$ cat src/rtl/ai_accelerator_core_if.sv
// rtl/ai_accelerator_core_if.sv - host bus bundle for the matrix-multiply engine
interface ai_accelerator_core_if;
    logic [31:0] wishbone_addr_i;
    logic        wishbone_we_i;
    logic [31:0] wishbone_data_i;
    logic [31:0] wishbone_data_o;
    logic        wishbone_ack;

    modport master (
        output wishbone_addr_i,
        output wishbone_we_i,
        output wishbone_data_i,
        input  wishbone_data_o,
        input  wishbone_ack
    );

    modport slave (
        input  wishbone_addr_i,
        input  wishbone_we_i,
        input  wishbone_data_i,
        output wishbone_data_o,
        output wishbone_ack
    );
endinterface

$ cat src/rtl/ai_accelerator_core.sv
// rtl/ai_accelerator_core.sv - N x N matrix-multiply engine, one MAC per clock (option: AI_ACC_SATURATE_EN)
module ai_accelerator_core #(
    parameter int N = 4
) (
    input  logic                 wishbone_clk_i,
    input  logic                 wishbone_rst_i,
    ai_accelerator_core_if.slave bus
);
    localparam int LW = $clog2(N);
    localparam logic [LW-1:0] LAST = LW'(N - 1);

    typedef enum logic [1:0] {S_IDLE, S_MAC, S_DONE} state_t;

    state_t          state_q, state_d;
    logic [LW-1:0]   i_q, i_d, j_q, j_d, k_q, k_d;
    logic [31:0]     acc_q, acc_d;
    logic            done_q, done_d;
    logic [31:0]     data_o_q, data_o_d;
    logic            ack_q, ack_d;
    logic [15:0]     a_q [N][N];
    logic [15:0]     a_d [N][N];
    logic [15:0]     b_q [N][N];
    logic [15:0]     b_d [N][N];
    logic [31:0]     c_q [N][N];
    logic [31:0]     c_d [N][N];

    logic [1:0]      region;
    logic [LW-1:0]   row, col;
    logic            busy;
    logic [31:0]     prod;
    logic [31:0]     acc_next;
    logic            unused_bits;

    assign region      = bus.wishbone_addr_i[31:30];
    assign row         = bus.wishbone_addr_i[8 +: LW];
    assign col         = bus.wishbone_addr_i[0 +: LW];
    assign unused_bits = ^{bus.wishbone_addr_i[29:8+LW], bus.wishbone_addr_i[7:LW],
                           bus.wishbone_data_i[31:16]};
    assign busy        = (state_q != S_IDLE);

    // Exact 16x16 product of the current term
    assign prod = {16'b0, a_q[i_q][k_q]} * {16'b0, b_q[k_q][j_q]};

`ifdef AI_ACC_SATURATE_EN
    logic [32:0] sum_wide;
    // Clamp on carry-out; an all-ones accumulator stays all-ones for the rest of the element
    assign sum_wide = {1'b0, acc_q} + {1'b0, prod};
    assign acc_next = sum_wide[32] ? 32'hFFFF_FFFF : sum_wide[31:0];
`else
    assign acc_next = acc_q + prod;
`endif

    assign bus.wishbone_data_o = data_o_q;
    assign bus.wishbone_ack    = ack_q;

    // Next state: MAC sequencing first, then the bus access sampled this edge
    always_comb begin
        state_d  = state_q;
        i_d      = i_q;
        j_d      = j_q;
        k_d      = k_q;
        acc_d    = acc_q;
        done_d   = done_q;
        data_o_d = data_o_q;
        ack_d    = 1'b1;
        a_d      = a_q;
        b_d      = b_q;
        c_d      = c_q;

        case (state_q)
            S_MAC: begin
                if (k_q == LAST) begin
                    c_d[i_q][j_q] = acc_next;
                    acc_d = '0;
                    k_d   = '0;
                    if (j_q == LAST) begin
                        j_d = '0;
                        if (i_q == LAST) state_d = S_DONE;
                        else             i_d = i_q + 1'b1;
                    end else begin
                        j_d = j_q + 1'b1;
                    end
                end else begin
                    acc_d = acc_next;
                    k_d   = k_q + 1'b1;
                end
            end
            S_DONE: begin
                state_d = S_IDLE;
                done_d  = 1'b1;
            end
            default: ;
        endcase

        if (bus.wishbone_we_i) begin
            case (region)
                2'b00: begin
                    if (bus.wishbone_data_i[0]) begin
                        if (!busy) begin
                            state_d = S_MAC;
                            i_d     = '0;
                            j_d     = '0;
                            k_d     = '0;
                            acc_d   = '0;
                            done_d  = 1'b0;
                        end else begin
                            ack_d = 1'b0;
                        end
                    end
                end
                2'b01: begin
                    if (!busy) a_d[row][col] = bus.wishbone_data_i[15:0];
                    else       ack_d = 1'b0;
                end
                2'b10: begin
                    if (!busy) b_d[row][col] = bus.wishbone_data_i[15:0];
                    else       ack_d = 1'b0;
                end
                default: ;
            endcase
        end else begin
            case (region)
                2'b00:   data_o_d = {30'b0, done_q, busy};
                2'b01:   data_o_d = {16'b0, a_q[row][col]};
                2'b10:   data_o_d = {16'b0, b_q[row][col]};
                default: data_o_d = c_q[row][col];
            endcase
        end
    end

    // State registers, all cleared by reset
    always_ff @(posedge wishbone_clk_i or negedge wishbone_rst_i) begin
        if (!wishbone_rst_i) begin
            state_q  <= S_IDLE;
            i_q      <= '0;
            j_q      <= '0;
            k_q      <= '0;
            acc_q    <= '0;
            done_q   <= 1'b0;
            data_o_q <= '0;
            ack_q    <= 1'b0;
            a_q      <= '{default: '0};
            b_q      <= '{default: '0};
            c_q      <= '{default: '0};
        end else begin
            state_q  <= state_d;
            i_q      <= i_d;
            j_q      <= j_d;
            k_q      <= k_d;
            acc_q    <= acc_d;
            done_q   <= done_d;
            data_o_q <= data_o_d;
            ack_q    <= ack_d;
            a_q      <= a_d;
            b_q      <= b_d;
            c_q      <= c_d;
        end
    end
endmodule

$ cat src/flat_wrapper.sv
// flat-port wrapper written by rule: the top's interface ports become plain ports
module ai_accelerator_core_flat 
#(
    parameter int N = 4
)
  (wishbone_clk_i, wishbone_rst_i, bus_wishbone_addr_i, bus_wishbone_we_i, bus_wishbone_data_i, bus_wishbone_data_o, bus_wishbone_ack);
  ai_accelerator_core_if bus_i ();
  input  logic wishbone_clk_i;
  input  logic wishbone_rst_i;
  input wire logic [$bits(bus_i.wishbone_addr_i)-1:0] bus_wishbone_addr_i;
  input wire logic [$bits(bus_i.wishbone_we_i)-1:0] bus_wishbone_we_i;
  input wire logic [$bits(bus_i.wishbone_data_i)-1:0] bus_wishbone_data_i;
  output wire logic [$bits(bus_i.wishbone_data_o)-1:0] bus_wishbone_data_o;
  output wire logic [$bits(bus_i.wishbone_ack)-1:0] bus_wishbone_ack;
  assign bus_i.wishbone_addr_i = bus_wishbone_addr_i;
  assign bus_i.wishbone_we_i = bus_wishbone_we_i;
  assign bus_i.wishbone_data_i = bus_wishbone_data_i;
  assign bus_wishbone_data_o = bus_i.wishbone_data_o;
  assign bus_wishbone_ack = bus_i.wishbone_ack;
  ai_accelerator_core #(.N(N)) u_core (.wishbone_clk_i(wishbone_clk_i), .wishbone_rst_i(wishbone_rst_i), .bus(bus_i));
endmodule
$ cat config.mk
export PLATFORM = sky130hd
export DESIGN_NAME = ai_accelerator_core_flat
export DESIGN_NICKNAME = d
export VERILOG_FILES = /design/src/rtl/ai_accelerator_core_if.sv /design/src/rtl/ai_accelerator_core.sv /design/src/flat_wrapper.sv
export SDC_FILE = /design/constraint.sdc
export NUM_CORES = 2
export LEC_CHECK = 0
export ABC_AREA = 0
export ABC_CLOCK_PERIOD_IN_PS = 10650
export CORE_AREA = 2 2 360 362
export DETAILED_ROUTE_END_ITERATION = 8
export DIE_AREA = 0 0 362 364
export GPL_TIMING_DRIVEN = 0
export PLACE_DENSITY_LB_ADDON = 0.3
export SLEW_MARGIN = 15
export SYNTH_ARGS = -nofsm -noshare
export SYNTH_HDL_FRONTEND = slang
export SYNTH_SLANG_ARGS = --single-unit
$ cat constraint.sdc
create_clock -name wishbone_clk_i -period 10.65 [get_ports wishbone_clk_i]
set_input_delay 2.13 -clock wishbone_clk_i [delete_from_list [all_inputs] [get_ports wishbone_clk_i]]
set_output_delay 2.13 -clock wishbone_clk_i [all_outputs]
set_load 0.02 [all_outputs]
==> results.md <==
* Inserted Clock Buffers at about 110
* Multi-input logic area at around 33000 sq um
* Psw at approximately 10000 uW
* Final Cell Area at around 70000 sq um
* CTS tree: yes
* Hold WC Path Type: flip-flop to flip-flop
* Share of layout cells above drive strength 1 at between 20% and 30%
* Wire length per cell at 31.3 microns
* Max Freq at ~0.096 GHz
* Int Power at approximately 11000 uW
* Net Count, Synth at approximately 5700
* CTS sink cnt at 1098
* Commonest cells after routing, fill and taps aside: dfrtp_1 (1098), nand2_1 (820), mux2_2 (563), mux4_2 (456), inv_1 (378)
* Critical path type: flip-flop to flip-flop
* Starting density of the core at 49.5%
* CTS H-tree lvls at 3
* Setup violators final at 0
* Asr flop ratio synth at 100%
* Layout Nets at 5865
* CTS max path bufs at 3
* Post-synthesis sequential area ratio at ~43%
* Die ar. at 132000 sq um
* Clock network fraction of design power at between 10% and 20%
* Warnings, synthesis at 0
* Core box area at roughly 130000 sq um
* Worst-skew pair later-pin latency at ~0.8 ns
* Post-route setup TNS at 0 ns
* DRC at 0
* Detailed Route Iter0 Violations at around 6200
* Skew final at roughly 0.066 ns
* Power per standard cell area at between 200 and 300 nW/um^2
* Pin count of the biggest net entering global routing at 154
* Cell Rows at ~130
* Dpl hpwl at ~160000 microns
* Post-synthesis cell area at ~64000 sq um
* Gp weighted congestion at 0.995
* Chip Width at 362 microns
* EDFF count, synth at 0
* VDD IR max at approximately 500 uV
* Leak at 0.0317 uW
* Port Buffers at 54
* Initial antenna violation count at 7
* Dpl cell area at ~66000 sq um
* Cell count after synthesis at around 5300
* WHS at approximately 0.47 ns
* Sw Ratio at ~49%
* Seq pwr share at between 20% and 30%
* Comb pwr share at a little over half
* Tmin final at around 10 ns
* Post-synth top area share at a little over two fifths
* Pre-Repair DR Iteration Count at 7
* Antenna viol nets, final at 0
* Root Driver: clkbuf_16
* First-pass GRT wire length at between 300000 and 400000 microns
* Max cap viols at 0
* Commonest non-fill, non-tap cell in the layout: dfrtp_1
* Vias/cell at approximately 6.6
* Top post-synthesis cells by area: dfrtp_1 (43%), mux4_2 (16%), mux2_2 (10%)
* IO Pins at 100
* Yosys top cell by area: dfrtp_1
* Sequential cell area at roughly 27000 sq um
* Area Growth Syn to Fin at 10.7%
* Vias in the first global route at slightly below 50000
* WP data arrival at approximately 11 ns
* Overall power at about 21000 uW
* Total gr overflow at 0
* Final Hold Fails at 0
* CP Capture Type: flip-flop
* Pins Over Slew Limit at 0
* Main flop type after synthesis: dfrtp_1
* Clock slew at reported path FFs at roughly 0.070 ns
* Vias after detailed routing at ~48000
* DRT Wirelength at between 200000 and 250000 microns
* Worst-margin pin slew at between 1 and 1.5 ns
* Slew Limit Headroom at a little over a tenth
* Total GRT Usage at a little over a third
* Chip height at 364 microns
* Mapped Avg Cell Area at roughly 12 sq um
* Startpoint Class: flip-flop
* Fin crit share at 98.3%
* Status: finished clean
* Fill cells at between 10000 and 15000
* Unique masters post-synth at 71
* RSZ-0062 raised after global routing: false
* #FFs+latches synth at between 1000 and 1500
* Critical Path RT at around 11 ns
* CP max FO at 10
cells in the mapped netlist, drive strengths merged (4+ instances only):
library cell / count
dfrtp: 1098
nand2: 820
mux2: 563
mux4: 456
inv: 378
clkbuf: 284
o21ai: 281
nor2: 229
fa: 225
buf: 160
o31ai: 117
ha: 111
a21oi: 63
nand3: 55
mux2i: 53
nand4: 41
o22ai: 36
or4: 35
nor3: 34
o211ai: 32
and2: 21
a31oi: 19
o311a: 17
nor2b: 16
nand2b: 14
o221ai: 14
xnor2: 12
and3: 11
o21a: 10
a21o: 9
or2: 6
or3: 6
a21boi: 5
a211oi: 4
a22o: 4
a311oi: 4
and4: 4
nand3b: 4
power by group through the flow:
stage          Combinational [uW]  Sequential (uW)  Clock, uW
2_1_floorplan                6780             5320          0
3_3_place_gp                10800             5510          0
3_5_place_dp                11100             5510          0
4_1_cts                     11100             5440       4130
5_1_grt                     12100             5540       4310
6_report                    11400             5470       4150
cell type report:
type,instances,area share (%)
antenna,4,0.0142
timing repair buffer,63,1.12
tap,1675,2.98
clock inverter,44,0.929
sequential,1098,39.1
inverter,380,2.03
buffer,444,2.71
multi-input combinational,3364,46.7
clock buffer,161,4.47
worst paths after layout:
path / slack [ns] / start / depth (start not counted) / end
worst max-delay path: 0.18 / u_core.k_q[1]$_DFF_PN0_ / 24 / u_core.c_q[437]$_DFFE_PN0P_
worst min-delay path: 0.47 / u_core.c_q[224]$_DFFE_PN0P_ / 2 / u_core.c_q[224]$_DFFE_PN0P_
worst max register to register: 0.18 / u_core.k_q[1]$_DFF_PN0_ / 24 / u_core.c_q[437]$_DFFE_PN0P_
worst min register to register: 0.47 / u_core.c_q[224]$_DFFE_PN0P_ / 2 / u_core.c_q[224]$_DFFE_PN0P_
max in group asynchronous: 6.58 / wishbone_rst_i / 5 / u_core.a_q[217]$_DFFE_PN0P_
min in group asynchronous: 1.27 / wishbone_rst_i / 1 / u_core.c_q[49]$_DFFE_PN0P_
metal layers:
layer	vias up	global-route usage (%)	wire, microns
met1	24800	44.1	82000
met5	-	0	92
met2	3067	52.5	101000
met3	814	9.07	24200
met4	12	24.6	19200
li1	19100	-	-
sequential cells by signal, summed over array words and instances, names as in the netlist, named ones only:
signal and cells:
u_core.k_q 2, u_core.b_q 256, u_core.state_q 2, u_core.bus.wishbone_ack 1, u_core.c_q 512, u_core.j_q 2
u_core.bus.wishbone_data_o 32, u_core.acc_q 32, u_core.i_q 2, u_core.a_q 256
per-stage QoR:
step           util, %  setup WS [ns]  std cells
6_report          54.8          0.183       7233
5_1_grt           54.8         0.0122       7229
4_1_cts           54.8          0.105       7228
3_5_place_dp      51.8          0.171       7023
3_3_place_gp      51.6         -42.65       7015
2_1_floorplan        -           3.09       5286
critical path: stages, from the launching register on:
cell and delay (ns):
dfrtp_1 0.41, clkbuf_1 0.52, clkdlybuf4s15_1 1.00, buf_2 0.63, mux4_2 0.49, clkbuf_1 0.60
nand2_1 0.17, fa_1 0.58, inv_1 0.06, fa_1 0.50, fa_1 0.63, fa_1 0.44
fa_1 0.50, inv_1 0.05, fa_1 0.47, inv_1 0.04, ha_1 0.27, clkbuf_1 0.23
a21oi_2 0.29, o21a_1 0.18, o2bb2ai_1 0.13, nor3_2 0.63, xor2_2 0.61, clkbuf_1 0.60
o21ai_0 0.22
logic make-up (layout without fill, tap and decap cells):
family	count (synthesis)	after routing	synth area share [%]
adders and majority gates	336	336	9.28
muxes	1072	1072	27.0
xor gates and xnor gates	15	15	0.207
buffers and inverters	824	1092	5.20
DFF	1098	1098	43.2
AOI/OAI and AO/OA	642	642	6.44
and+or+nand+nor	1299	1299	8.66
other	0	4	0
repair_timing:
| action | in CTS | in global routing |
|---|---|---|
| hold buffers | 0 | 0 |
| resized for setup | 0 | 7 |
| setup endpoints to repair | 0 | 21 |
| buffers inserted | 0 | 0 |
(Power assumes the default switching activity.)
